## src/rtl/fp_div_seq.sv

```systemverilog
`default_nettype none
// ============================================================================
// Module   : fp_div_seq
// Purpose  : Multi-cycle IEEE-754 single-precision divider z = a / b.
//            Restoring mantissa division, valid/ready handshakes on both
//            sides, one operation in flight. Denormal inputs read as zero.
// Ports    : clk        rising-edge clock
//            rst        synchronous, active-high reset (aborts any operation)
//            in_valid   a/b valid          in_ready   idle, operands accepted
//            a, b       dividend / divisor (IEEE-754 single)
//            out_valid  z/status valid, held until out_ready
//            out_ready  consumer accepts result
//            z          quotient
//            status     {0, div_by_zero, inexact, huge, tiny, nan, inf, zero}
// Config   : FP_DIV_RADIX4_EN - two restoring steps per DIV cycle
//            (13 DIV cycles instead of 26, identical results)
// Revision : 1.0 - initial release
// ============================================================================
package fp_div_seq_pkg;
    typedef enum logic [2:0] {
        IEEE_near = 3'd0,
        IEEE_zero = 3'd1,
        IEEE_pinf = 3'd2,
        IEEE_ninf = 3'd3,
        near_up   = 3'd4,
        away_zero = 3'd5
    } round_values;
endpackage

module fp_div_seq
    import fp_div_seq_pkg::*;
#(
    parameter round_values RND = IEEE_near
) (
    input  logic        clk,
    input  logic        rst,
    input  logic        in_valid,
    output logic        in_ready,
    input  logic [31:0] a,
    input  logic [31:0] b,
    output logic        out_valid,
    input  logic        out_ready,
    output logic [31:0] z,
    output logic [7:0]  status
);

    localparam logic [2:0] c_IDLE = 3'd0;
    localparam logic [2:0] c_PREP = 3'd1;
    localparam logic [2:0] c_DIV  = 3'd2;
    localparam logic [2:0] c_RND  = 3'd3;
    localparam logic [2:0] c_DONE = 3'd4;
`ifdef FP_DIV_RADIX4_EN
    localparam logic [4:0] c_DIV_LAST = 5'd12;
`else
    localparam logic [4:0] c_DIV_LAST = 5'd25;
`endif

    logic [2:0]        state_q, state_d;
    logic [31:0]       a_q, a_d, b_q, b_d;
    logic [24:0]       rem_q, rem_d;
    logic [25:0]       quo_q, quo_d;
    logic signed [9:0] exp_q, exp_d;
    logic [4:0]        cnt_q, cnt_d;
    logic [31:0]       z_q, z_d;
    logic [7:0]        status_q, status_d;

    // One restoring step: returns {quotient bit, next (shifted) remainder}.
    // The kept remainder is always below the divisor, so bit 24 drops out.
    function automatic logic [25:0] div_step(input logic [24:0] rem, input logic [23:0] dvs);
        logic [25:0] diff;
        logic [24:0] keep;
        logic [24:0] nxt;
        diff = {1'b0, rem} - {2'b00, dvs};
        keep = diff[25] ? rem : diff[24:0];
        nxt  = keep << 1;
        return {~diff[25], nxt};
    endfunction

    // ---------------- operand classification ----------------
    logic        w_sign, w_special;
    logic        w_a_zero, w_a_inf, w_a_nan, w_b_zero, w_b_inf, w_b_nan;
    logic [23:0] w_mb;

    assign w_sign    = a_q[31] ^ b_q[31];
    assign w_a_zero  = (a_q[30:23] == 8'h00);
    assign w_b_zero  = (b_q[30:23] == 8'h00);
    assign w_a_inf   = (a_q[30:23] == 8'hFF) && (a_q[22:0] == 23'd0);
    assign w_b_inf   = (b_q[30:23] == 8'hFF) && (b_q[22:0] == 23'd0);
    assign w_a_nan   = (a_q[30:23] == 8'hFF) && (a_q[22:0] != 23'd0);
    assign w_b_nan   = (b_q[30:23] == 8'hFF) && (b_q[22:0] != 23'd0);
    assign w_special = w_a_zero | w_b_zero | (a_q[30:23] == 8'hFF) | (b_q[30:23] == 8'hFF);
    assign w_mb      = {1'b1, b_q[22:0]};

    // Special-operand result; flags are {dbz, inexact, huge, tiny, nan}.
    logic [31:0] w_spec_z;
    logic [4:0]  w_spec_flg;

    always_comb begin
        w_spec_z   = {w_sign, 31'd0};
        w_spec_flg = 5'b00000;
        if (w_a_nan | w_b_nan | (w_a_zero & w_b_zero) | (w_a_inf & w_b_inf)) begin
            w_spec_z   = 32'h7FC0_0000;
            w_spec_flg = 5'b00001;
        end else if (w_b_zero & ~w_a_inf) begin
            w_spec_z   = {w_sign, 8'hFF, 23'd0};
            w_spec_flg = 5'b10000;
        end else if (w_a_inf) begin
            w_spec_z   = {w_sign, 8'hFF, 23'd0};
        end
        // 0/x and finite/inf keep the signed-zero default
    end

    // ---------------- normalisation and rounding ----------------
    logic [22:0]       w_mant, w_mant_r;
    logic              w_guard, w_sticky, w_inexact, w_inc, w_tiny_up;
    logic [24:0]       w_sum;
    logic signed [9:0] w_exp_n, w_exp_r;
    logic [31:0]       w_rnd_z;
    logic [4:0]        w_rnd_flg;

    always_comb begin
        w_mant    = quo_q[25] ? quo_q[24:2] : quo_q[23:1];
        w_guard   = quo_q[25] ? quo_q[1]    : quo_q[0];
        w_sticky  = (quo_q[25] & quo_q[0]) | (rem_q != 25'd0);
        w_exp_n   = quo_q[25] ? exp_q : exp_q - 10'sd1;
        w_inexact = w_guard | w_sticky;
        // A quotient of two 24-bit mantissas can never land exactly on a
        // half-ulp, so the two nearest modes coincide in practice.
        case (RND)
            IEEE_near: w_inc = w_guard & (w_sticky | w_mant[0]);
            IEEE_zero: w_inc = 1'b0;
            IEEE_pinf: w_inc = w_inexact & ~w_sign;
            IEEE_ninf: w_inc = w_inexact & w_sign;
            near_up:   w_inc = w_guard;
            default:   w_inc = w_inexact;
        endcase
        w_sum     = {2'b01, w_mant} + {24'd0, w_inc};
        w_mant_r  = w_sum[24] ? w_sum[23:1] : w_sum[22:0];
        w_exp_r   = w_exp_n + $signed({9'd0, w_sum[24]});
        w_tiny_up = ((RND == IEEE_pinf) & ~w_sign) | ((RND == IEEE_ninf) & w_sign) |
                    (RND == away_zero);

        w_rnd_z   = {w_sign, w_exp_r[7:0], w_mant_r};
        w_rnd_flg = {1'b0, w_inexact, 3'b000};
        if (w_exp_r >= 10'sd255) begin
            w_rnd_flg = 5'b01100;
            case (RND)
                IEEE_zero: w_rnd_z = {w_sign, 8'hFE, 23'h7FFFFF};
                IEEE_pinf: w_rnd_z = w_sign ? {1'b1, 8'hFE, 23'h7FFFFF} : {1'b0, 8'hFF, 23'd0};
                IEEE_ninf: w_rnd_z = w_sign ? {1'b1, 8'hFF, 23'd0} : {1'b0, 8'hFE, 23'h7FFFFF};
                default:   w_rnd_z = {w_sign, 8'hFF, 23'd0};
            endcase
        end else if (w_exp_r <= 10'sd0) begin
            w_rnd_flg = 5'b01010;
            w_rnd_z   = w_tiny_up ? {w_sign, 8'h01, 23'd0} : {w_sign, 31'd0};
        end
    end

    // Result mux: PREP only completes for specials, RND for the normal path.
    logic [31:0] w_res_z;
    logic [7:0]  w_res_status;

    always_comb begin
        w_res_z = (state_q == c_PREP) ? w_spec_z : w_rnd_z;
        w_res_status = {1'b0, ((state_q == c_PREP) ? w_spec_flg : w_rnd_flg),
                        (w_res_z[30:23] == 8'hFF) && (w_res_z[22:0] == 23'd0),
                        (w_res_z[30:0] == 31'd0)};
    end

    // ---------------- FSM: state register ----------------
    always_ff @(posedge clk) begin
        if (rst) begin
            state_q  <= c_IDLE;
            a_q      <= '0;
            b_q      <= '0;
            rem_q    <= '0;
            quo_q    <= '0;
            exp_q    <= '0;
            cnt_q    <= '0;
            z_q      <= '0;
            status_q <= '0;
        end else begin
            state_q  <= state_d;
            a_q      <= a_d;
            b_q      <= b_d;
            rem_q    <= rem_d;
            quo_q    <= quo_d;
            exp_q    <= exp_d;
            cnt_q    <= cnt_d;
            z_q      <= z_d;
            status_q <= status_d;
        end
    end

    // ---------------- FSM: next state ----------------
    always_comb begin
        state_d = state_q;
        case (state_q)
            c_IDLE:  if (in_valid) state_d = c_PREP;
            c_PREP:  state_d = w_special ? c_DONE : c_DIV;
            c_DIV:   if (cnt_q == 5'd0) state_d = c_RND;
            c_RND:   state_d = c_DONE;
            c_DONE:  if (out_ready) state_d = c_IDLE;
            default: state_d = c_IDLE;
        endcase
    end

    // ---------------- FSM: outputs ----------------
    always_comb begin
        in_ready  = (state_q == c_IDLE);
        out_valid = (state_q == c_DONE);
    end

    assign z      = z_q;
    assign status = status_q;

    // ---------------- datapath next values ----------------
    logic [25:0] w_step1;
`ifdef FP_DIV_RADIX4_EN
    logic [25:0] w_step2;
`endif

    always_comb begin
        a_d      = a_q;
        b_d      = b_q;
        rem_d    = rem_q;
        quo_d    = quo_q;
        exp_d    = exp_q;
        cnt_d    = cnt_q;
        z_d      = z_q;
        status_d = status_q;
        w_step1  = div_step(rem_q, w_mb);
`ifdef FP_DIV_RADIX4_EN
        w_step2  = div_step(w_step1[24:0], w_mb);
`endif
        case (state_q)
            c_IDLE: begin
                if (in_valid) begin
                    a_d = a;
                    b_d = b;
                end
            end
            c_PREP: begin
                rem_d = {2'b01, a_q[22:0]};
                quo_d = '0;
                exp_d = $signed({2'b00, a_q[30:23]}) - $signed({2'b00, b_q[30:23]}) + 10'sd127;
                cnt_d = c_DIV_LAST;
                if (w_special) begin
                    z_d      = w_res_z;
                    status_d = w_res_status;
                end
            end
            c_DIV: begin
`ifdef FP_DIV_RADIX4_EN
                rem_d = w_step2[24:0];
                quo_d = {quo_q[23:0], w_step1[25], w_step2[25]};
`else
                rem_d = w_step1[24:0];
                quo_d = {quo_q[24:0], w_step1[25]};
`endif
                cnt_d = cnt_q - 5'd1;
            end
            c_RND: begin
                z_d      = w_res_z;
                status_d = w_res_status;
            end
            default: ;
        endcase
    end

endmodule
`default_nettype wire

```

## config.mk

```make
export PLATFORM = sky130hd
export DESIGN_NAME = fp_div_seq
export DESIGN_NICKNAME = d
export VERILOG_FILES = /design/src/rtl/fp_div_seq.sv
export SDC_FILE = /design/constraint.sdc
export NUM_CORES = 1
export LEC_CHECK = 0
export ABC_CLOCK_PERIOD_IN_PS = 12900
export CAP_MARGIN = 10
export CORE_ASPECT_RATIO = 1.25
export CORE_MARGIN = 3
export CORE_UTILIZATION = 25
export DETAILED_ROUTE_END_ITERATION = 8
export HOLD_SLACK_MARGIN = 0.12
export PLACE_DENSITY = 0.54
export SLEW_MARGIN = 30
export SYNTH_ARGS = -nofsm -noshare
export SYNTH_HDL_FRONTEND = slang
export SYNTH_SLANG_ARGS = --single-unit
```

## constraint.sdc

```tcl
create_clock -name clk -period 12.9 [get_ports clk]
set_input_delay 2.58 -clock clk [delete_from_list [all_inputs] [get_ports clk]]
set_output_delay 2.58 -clock clk [all_outputs]
set_load 0.02 [all_outputs]
```

# Yosys cells after proc, flatten, opt, wreduce, memory -nomap -nowiden
# Index checks and enable logic that the tools add are counted.
[classes] magnitude_cmp=2 eq_ne=11 add_sub_neg=7 bitwise=17 reduce_logical=21 n_mux=28
[ops] op="two-way mux 31 bit" count=4
[ops] op="two-way mux 32 bit" count=3
[ops] op="zero test 23 bit" count=3
[ops] op="case mux 32 bit (2 select lines)" count=1
[ops] op="case mux 26 bit (2 select lines)" count=1
[ops] op="case mux 25 bit (2 select lines)" count=1
[ops] op="two-way mux 23 bit" count=2
[ops] op="nonzero test 23 bit" count=2
[ops] op="zero test 31 bit" count=1
[ops] op="subtractor 25 x 24 -> 26 bit" count=1
[ops] op="adder 24 x 1 -> 25 bit" count=1
[ops] op="nonzero test 25 bit" count=1
[ops] op="== test 8 bit (second input constant)" count=3
[ops] op="two-way mux 24 bit" count=1
[ops] op="zero test 8 bit" count=2
[ops] op="case mux 8 bit (2 select lines)" count=1
[ops] op="two-way mux 5 bit" count=3
[ops] op="case mux 3 bit (5 select lines)" count=1
[ops] op="two-way mux 3 bit" count=4
[ops] op="adder 10 x 2 -> 10 bit" count=1
[ops] op="adder 9 x 8 -> 10 bit (second input constant)" count=1
[ops] op="greater-or-equal comparator 10 x 9 -> 1 bit (second input constant)" count=1
[ops] op="less-or-equal comparator 10 x 1 -> 1 bit (second input constant)" count=1
[ops] op="two-way mux 10 bit" count=1
[ops] op="22 further kinds" count=45
[totals] register_bits=173 in_bits=68 elab_cells=95 out_inout_bits=42

# Depth between registers and ports, before layout
# Gate-level depths: netlist of the first run.
[depth] ltp_word=14 ltp_mapped=25 mapped_depth_nobuf=19

# Least setup slack after synthesis of the first run
# Ideal clock, no wire load.
[synth_path] kind="reg2reg" startpoint="register quo_q[25]" endpoint="register status_q[1], in the netlist status[1]" setup_slack_ns=6.804 period_less_slack_ns=6.096 required_ns=12.816 path_buffers=6 arrival_time_ns=6.012 setup_ns=0.084 stages_incl_launch_ff=26 cell_sequence="dfxtp_1 -> buf_6 -> buf_4 -> buf_2 -> buf_1 -> buf_1 -> clkbuf_1 -> nand2_1 -> a21boi_0 -> ha_1 -> nand2_1 -> nor4_2 -> and4_1 -> nand3_1 -> inv_1 -> ha_1 -> ha_1 -> or4bb_1 -> o21ai_1 -> o2111ai_2 -> nor4b_2 -> nor3_2 -> o211ai_2 -> o31ai_1 -> a311o_1 -> o31ai_2"
[synth_between] elab_chain_len=14 word_cells_on_any_way=20 classes_between="2 x add/sub; 2 x order compare; 1 x eq/ne; 9 x mux; 4 x bitwise; 2 x reduce/logical"
[synth_rtl] element="start: declaration" line_no="61" rtl="logic [25:0] quo_q, quo_d;"
[synth_rtl] element="start signal: assignment" line_no="187" rtl="quo_q <= quo_d;"
[synth_rtl] element="bitwise AND 1 bit" line_no="124" rtl="w_sticky = (quo_q[25] & quo_q[0]) | (rem_q != 25'd0);"
[synth_rtl] element="OR 1 bit" line_no="124"
[synth_rtl] element="OR 1 bit" line_no="130" rtl="IEEE_near: w_inc = w_guard & (w_sticky | w_mant[0]);"
[synth_rtl] element="bitwise AND 1 bit" line_no="130"
[synth_rtl] element="adder 24 x 1 -> 25 bit" line_no="137" rtl="w_sum = {2'b01, w_mant} + {24'd0, w_inc};"
[synth_rtl] element="adder 10 x 2 -> 10 bit" line_no="139" rtl="w_exp_r = w_exp_n + $signed({9'd0, w_sum[24]});"
[synth_rtl] element="less-or-equal comparator 10 x 1 -> 1 bit" line_no="153" rtl="end else if (w_exp_r <= 10'sd0) begin"
[synth_rtl] element="two-way mux 31 bit" line_no="153"
[synth_rtl] element="two-way mux 31 bit *" line_no="145" rtl="if (w_exp_r >= 10'sd255) begin"
[synth_rtl] element="two-way mux 32 bit *" line_no="164" rtl="w_res_z = (state_q == c_PREP) ? w_spec_z : w_rnd_z;"
[synth_rtl] element="zero test 23 bit or == test 8 bit (tied branches)" line_no="166" rtl="(w_res_z[30:23] == 8'hFF) && (w_res_z[22:0] == 23'd0),"
[synth_rtl] element="logical AND 1 bit *" line_no="166"
[synth_rtl] element="two-way mux 8 bit" line_no="248" rtl="if (w_special) begin"
[synth_rtl] element="case mux 8 bit (2 select lines) *" line_no="236" rtl="case (state_q)"
[synth_rtl] element="end signal: assignment" line_no="191" rtl="status_q <= status_d;"
[synth_rtl] element="end: declaration" line_no="65" rtl="logic [7:0] status_q, status_d;"
# Every way passes the cells marked *; elsewhere a longest branch is shown, timed or not. The select of a mux whose other input is x is not followed.
# A chain may end at the register's enable or synchronous reset.

# Worst setup path after layout of the first run
[layout_path] startpoint="register quo_q[25]" endpoint="register z_q[21], in the netlist z[21]"
[layout_between] elab_chain_len=12 word_cells_on_any_way=17 classes_between="2 x add/sub; 2 x order compare; 9 x mux; 4 x bitwise"
[layout_rtl] element="bitwise AND 1 bit" line_no="124"
[layout_rtl] element="OR 1 bit" line_no="124"
[layout_rtl] element="OR 1 bit" line_no="130"
[layout_rtl] element="bitwise AND 1 bit" line_no="130"
[layout_rtl] element="adder 24 x 1 -> 25 bit" line_no="137"
[layout_rtl] element="adder 10 x 2 -> 10 bit" line_no="139"
[layout_rtl] element="less-or-equal comparator 10 x 1 -> 1 bit" line_no="153"
[layout_rtl] element="two-way mux 31 bit" line_no="153"
[layout_rtl] element="two-way mux 31 bit *" line_no="145"
[layout_rtl] element="two-way mux 32 bit *" line_no="164"
[layout_rtl] element="two-way mux 32 bit" line_no="248"
[layout_rtl] element="case mux 32 bit (2 select lines) *" line_no="236"
[layout_rtl] element="end signal: assignment" line_no="190" rtl="z_q <= z_d;"
[layout_rtl] element="end: declaration" line_no="64" rtl="logic [31:0] z_q, z_d;"
# Marks and branches as above.

==> flow_metrics.tcl, run 1 <==
set metrics [dict create \
    nets 1520 \
    drive_above_1_share_pct 6.39 \
    die_h_um 236 \
    timing.setup.tns_ns 0 \
    r2r_slack_ns 6.99 \
    floorplan.rows 83 \
    core_um2 41300 \
    initial_core_util_pct 25.5 \
    grt_max_degree 72 \
    finalCriticalPeriod_ns 5.91 \
    cts_sinks 172 \
    num_vias 9932 \
    ys_seq_area_share_pct 32.7 \
    slew_headroom_pct 37.4 \
    postCtsResizedCells 0 \
    htree_levels 4 \
    cts_setup_buffers 0 \
    p_per_area_nw_per_um2 142 \
    clkTransAtPathRegs_ns 0.08 \
    reg2reg_to "z[21]" \
    drt_iter0_markers 683 \
    root_buffer "clkbuf_16" \
    cts_tree "done" \
    top_level_ports 110 \
    hold_buffers 0 \
    synth-seq-cells 172 \
    fin_util_pct 30.5 \
    area_growth_pct 19.7 \
    ff_latch_area_um2 3440 \
    layout.cells.most_common_list "nand2_1 (236), dfxtp_1 (171), a21oi_1 (132), nor2_1 (113), clkdlybuf4s50_1 (107)" \
    cap_violations 0 \
    cp-start-kind "flop" \
    status "complete, no violations" \
    drcViolationCount 0 \
    startpoint "quo_q[25]" \
    wirelength_mm 31.4 \
    antenna_found_initial 0 \
    critPathKind "flop to flop" \
    die-width_um 190 \
    cp-end-kind "flop" \
    cts_buffers 17 \
    r2r-start "quo_q[25]" \
    worstPathArrival_ns 6.28 \
    yosys_warnings 0 \
    setup_viol 0 \
    maxSlewViolCount 0 \
    ys.flop_type "dfxtp_1" \
    synth_edf_count 0 \
    dp_hpwl_mm 23.2 \
    grt_pass1_wl_mm 50.5 \
    fmax_mhz 169 \
    track_usage_pct 13.8 \
    fillers 4562 \
    rsz0062_at_grt "false" \
    ant_nets 0 \
    ys_async_sr_fraction_pct 0 \
    tightest_slew_ns 0.939 \
    ys_types 85 \
    min_path_type "flop to flop" \
    portBuffers 108 \
    first_pass_iters 5 \
    cp.required_ns 13.27 \
    synthesis.area_um2 10500 \
    finalHoldViolations 0 \
    die_area_um2 44700 \
    diodes 0 \
    syn_avg_cell_area_um2 7.69 \
    p_leak_nw 4.36 \
    multi_input_area_um2 6510 \
    skew_ns 0.0152 \
    worstRegToRegCells 17 \
    cp-endpoint "z[21]" \
    clock_latency_ns 0.43 \
    layout_commonest_cell "nand2_1" \
    cts_max_path_buffers 2 \
    wl_per_cell_um 15.9 \
    synth_nets 1478 \
    period_share_pct 45.8 \
    overflow 0 \
    cp_max_fo 49 \
    finalPower_mw 1.79 \
    place_congestion 0.869 \
    first_global_vias 9432 \
    syn_inst 1370 \
    via_per_inst 5.02 \
    irDropWorstVdd_v 0.0000922 \
]
cell usage after synthesis (all sizes together), types with 11 or more instances:
library cell / number / area (µm²)
buf: 25 / 126
mux2i: 27 / 270
nor3: 30 / 160
nand2b: 11 / 68.8
o21ai: 30 / 154
or4: 11 / 82.6
nor4: 29 / 224
nand4: 15 / 93.8
ha: 38 / 475
xor2: 20 / 190
nor3b: 11 / 87.6
nand2: 238 / 896
xnor2: 36 / 342
nand3: 29 / 150
clkbuf: 71 / 267
a21oi: 132 / 661
a31oi: 16 / 100
nor2b: 17 / 106
a21o: 11 / 82.6
o211ai: 14 / 110
nor2: 115 / 432
and2: 16 / 100
a22oi: 40 / 300
dfxtp: 172 / 3440
a31o: 12 / 105
a311oi: 16 / 140
a211oi: 13 / 97.6
inv: 57 / 214
where the power goes:
group / leakage [nW] / internal (mW) / switching [mW]
Sequential: 1.40 / 0.570 / 0.0485
Combinational: 2.66 / 0.259 / 0.383
Clock: 0.294 / 0.296 / 0.237
Total: 4.36 / 1.13 / 0.668
cell families after synthesis:
family | count (synthesis) | synth area share (%)
compound gates | 364 | 23.5
xor+xnor | 56 | 5.04
fa+ha+maj | 40 | 4.89
buf+inv | 154 | 5.79
flops | 172 | 32.7
mux | 31 | 2.99
other cells | 1 | 0.0356
simple gates | 552 | 25.0
critical path: stages (launching register included):
cell	delay, ns
dfxtp_2	0.51
buf_4	0.51
mux2i_1	0.23
nor4_2	0.66
and4_1	0.39
nand3_1	0.24
inv_1	0.23
ha_1	0.26
ha_1	0.26
or4bb_1	0.41
o21ai_1	0.26
o2111ai_2	0.28
and3_1	0.26
nor3_2	0.25
o211ai_2	0.24
nor4_4	0.60
a22oi_1	0.15
nor2_1	0.10
registers in the layout (all words and copies together), names as in the netlist:
register and count:
b_q 32, state_q 3, z 32, exp_q 10, a_q 32, cnt_q 5, rem_q 25, status 7
quo_q 26
how the worst min path moves through the flow:
stage,startpoint,to,slack (ns),cells past startpoint
floorplan,b_q[26],b_q[26],0.44,2
global placement,z[12],z[12],0.45,2
detailed placement,z[12],z[12],0.45,2
CTS,z[12],z[12],0.45,2
global route,z[12],z[12],0.46,2
finish,z[12],z[12],0.45,2
final cells by class:
| cell class | instances | share of cell area [%] |
|---|---|---|
| Multi-Input combinational cell | 1044 | 51.6 |
| Sequential cell | 172 | 27.3 |
| Timing Repair Buffer | 119 | 9.20 |
| Tap cell | 552 | 5.47 |
| Clock buffer | 19 | 3.51 |
| Inverter | 58 | 1.73 |
| Clock inverter | 13 | 1.21 |
per-layer routing:
layer	vias to the layer above	part of all wire (%)	track usage, %
met5	-	0	0
met4	0	2.0	4.01
met1	4676	46	18.1
li1	4999	-	-
met3	33	3.8	1.88
met2	224	49	23.5
metrics by stage:
step	area, µm²	cells	worst slack (ns)	hold WS [ns]
after global routing	12600	1977	6.53	0.463
after detailed placement	12000	1945	7.08	0.445
after CTS	12600	1977	7.06	0.455
after global placement	12000	1945	7.30	0.446
after floorplan	10500	1370	6.80	0.444
final	12600	1977	6.99	0.453
Note: power is estimated with default switching activity, not from simulation.
==> inputs of run 2 (changes only) <==
--- a/config.mk
+++ b/config.mk
@@ -5,7 +5,7 @@
 export SDC_FILE = /design/constraint.sdc
 export NUM_CORES = 1
 export LEC_CHECK = 0
-export ABC_CLOCK_PERIOD_IN_PS = 12900
+export ABC_CLOCK_PERIOD_IN_PS = 6000
 export CAP_MARGIN = 10
 export CORE_ASPECT_RATIO = 1.25
 export CORE_MARGIN = 3
==> constraint.sdc (replaced) <==
create_clock -name clk -period 6 [get_ports clk]
set_input_delay 1.2 -clock clk [delete_from_list [all_inputs] [get_ports clk]]
set_output_delay 1.2 -clock clk [all_outputs]
set_load 0.02 [all_outputs]
==> flow_metrics.tcl, run 2 (synthesized netlist as in run 1, its figures left out) <==
set metrics [dict create \
    status "complete, no violations" \
    use_met1_pct 17.5 \
    startpoint "quo_q[25]" \
    multi_input_area_um2 6520 \
    place_congestion 0.873 \
    antenna_found_initial 0 \
    ant_nets 0 \
    htree_levels 4 \
    layout.cells.most_common_list "nand2_1 (236), dfxtp_1 (171), a21oi_1 (132), nor2_1 (112), clkdlybuf4s50_1 (107)" \
    diodes 0 \
    p_per_area_nw_per_um2 307 \
    clkTransAtPathRegs_ns 0.07 \
    reg2reg_to "status[1]" \
    floorplan.rows 83 \
    pwr-share-comb_pct 35.8 \
    via_per_inst 5.03 \
    seqPwrFrac_pct 34.1 \
    irDropWorstVdd_v 0.000233 \
    portBuffers 108 \
    hold_buffers 0 \
    sw_frac_of_total_pct 36.9 \
    r2r-start "quo_q[25]" \
    tightest_slew_ns 0.927 \
    maxSlewViolCount 0 \
    cp-end-kind "flop" \
    power_frac_clock_pct 30.1 \
    cp-start-kind "flop" \
    min_path_type "flop to flop" \
    power.switching_mw 1.44 \
    skew_ns 0.0103 \
    cap_violations 0 \
    top_level_ports 110 \
    use_met3_pct 2.17 \
    area_growth_pct 20.3 \
    dp.cells 1947 \
    cts_sinks 172 \
    nets 1524 \
    r2r_slack_ns 0.56 \
    setup_viol 0 \
    slew_headroom_pct 38.2 \
    drt_iter0_markers 649 \
    final_cells 1981 \
    finalHoldViolations 0 \
    overflow 0 \
    p_leak_nw 4.39 \
    p_int_mw 2.46 \
    timing.setup.tns_ns 0 \
    die_area_um2 44700 \
    cp.required_ns 6.36 \
    initial_core_util_pct 25.5 \
    finalCriticalPeriod_ns 5.44 \
    track_usage_pct 13.8 \
    worstPathArrival_ns 5.80 \
    cp-endpoint "status[1]" \
    die-width_um 190 \
    critPathKind "flop to flop" \
    fillers 4510 \
    grt.busiest_layer "met2" \
    die_h_um 236 \
    cts_tree "done" \
    wirelength_mm 31.8 \
    num_vias 9974 \
    root_buffer "clkbuf_16" \
    first_global_vias 9364 \
    met2_usage_pct 23.9 \
    fin_util_pct 30.7 \
    cts_max_path_buffers 2 \
    worstRegToRegCells 19 \
    rsz0062_at_grt "false" \
    cts_buffers 17 \
    cp_max_fo 19 \
    drive_above_1_share_pct 6.72 \
    dp_hpwl_mm 23.3 \
    grt_pass1_wl_mm 50.3 \
    grt_max_degree 69 \
    fmax_mhz 184 \
    period_share_pct 90.6 \
    clock_latency_ns 0.44 \
    layout_commonest_cell "nand2_1" \
    ff_latch_area_um2 3440 \
    first_pass_iters 5 \
    drcViolationCount 0 \
    core_um2 41300 \
    wl_per_cell_um 16.0 \
]
run 2: per-layer routing:
layer / up-vias / routed length (µm)
li1: 4997 / -
met1: 4710 / 14200
met2: 227 / 15700
met3: 40 / 1310
met4: 0 / 598
met5: - / 0
run 2: how the worst min path moves through the flow:
stage | startpoint | to | slack [ns] | depth (start not counted)
finish | z[10] | z[10] | 0.46 | 2
global route | z[2] | z[2] | 0.49 | 2
CTS | z[12] | z[12] | 0.46 | 2
detailed placement | z[12] | z[12] | 0.45 | 2
global placement | z[12] | z[12] | 0.45 | 2
floorplan | b_q[26] | b_q[26] | 0.44 | 2
run 2: worst max-delay path, stage by stage, from the launching register on:
cell,delay [ns]
dfxtp_2,0.44
nand2b_1,0.27
a21boi_0,0.21
ha_1,0.21
nand2_1,0.14
nor4_4,0.31
and4_1,0.32
nand3_1,0.21
inv_1,0.22
ha_1,0.26
ha_1,0.26
or4bb_1,0.41
o21ai_1,0.27
o2111ai_2,0.28
nor4b_2,0.35
nor3_2,0.12
o211ai_2,0.37
o31ai_1,0.17
a311o_1,0.35
o31ai_2,0.16
run 2: power by group through the flow:
stage | clock, mW | sequential (mW) | combinational [mW]
floorplan | 0 | 1.32 | 1.06
global placement | 0 | 1.35 | 1.37
detailed placement | 0 | 1.35 | 1.38
CTS | 1.20 | 1.33 | 1.39
global route | 1.25 | 1.34 | 1.55
finish | 1.17 | 1.33 | 1.39
run 2: what timing repair did:
action,4_1_cts,5_1_grt
buffers inserted,0,2
resized for setup,0,3
endpoints found under the setup margin,0,23
hold endpoints to repair,0,0
run 2: stage by stage:
stage               setup slack, ns  hold slack [ns]  total power [mW]  area [µm²]
finish                        0.562            0.460              3.89       12700
global route                  0.138            0.490              4.14       12700
CTS                           0.293            0.462              3.92       12700
detailed placement            0.349            0.451              2.73       12000
global placement              0.536            0.446              2.73       12000
floorplan                    0.0111            0.444              2.38       10600
run 2: cell type report:
cell class                 count  share of cell area (%)
clock buffer                  20                    3.52
clock inverter                12                    1.27
inverter                      58                    1.72
multi-input combinational   1044                    51.4
sequential                   172                    27.2
tap                          552                    5.45
timing repair buffer         123                    9.42
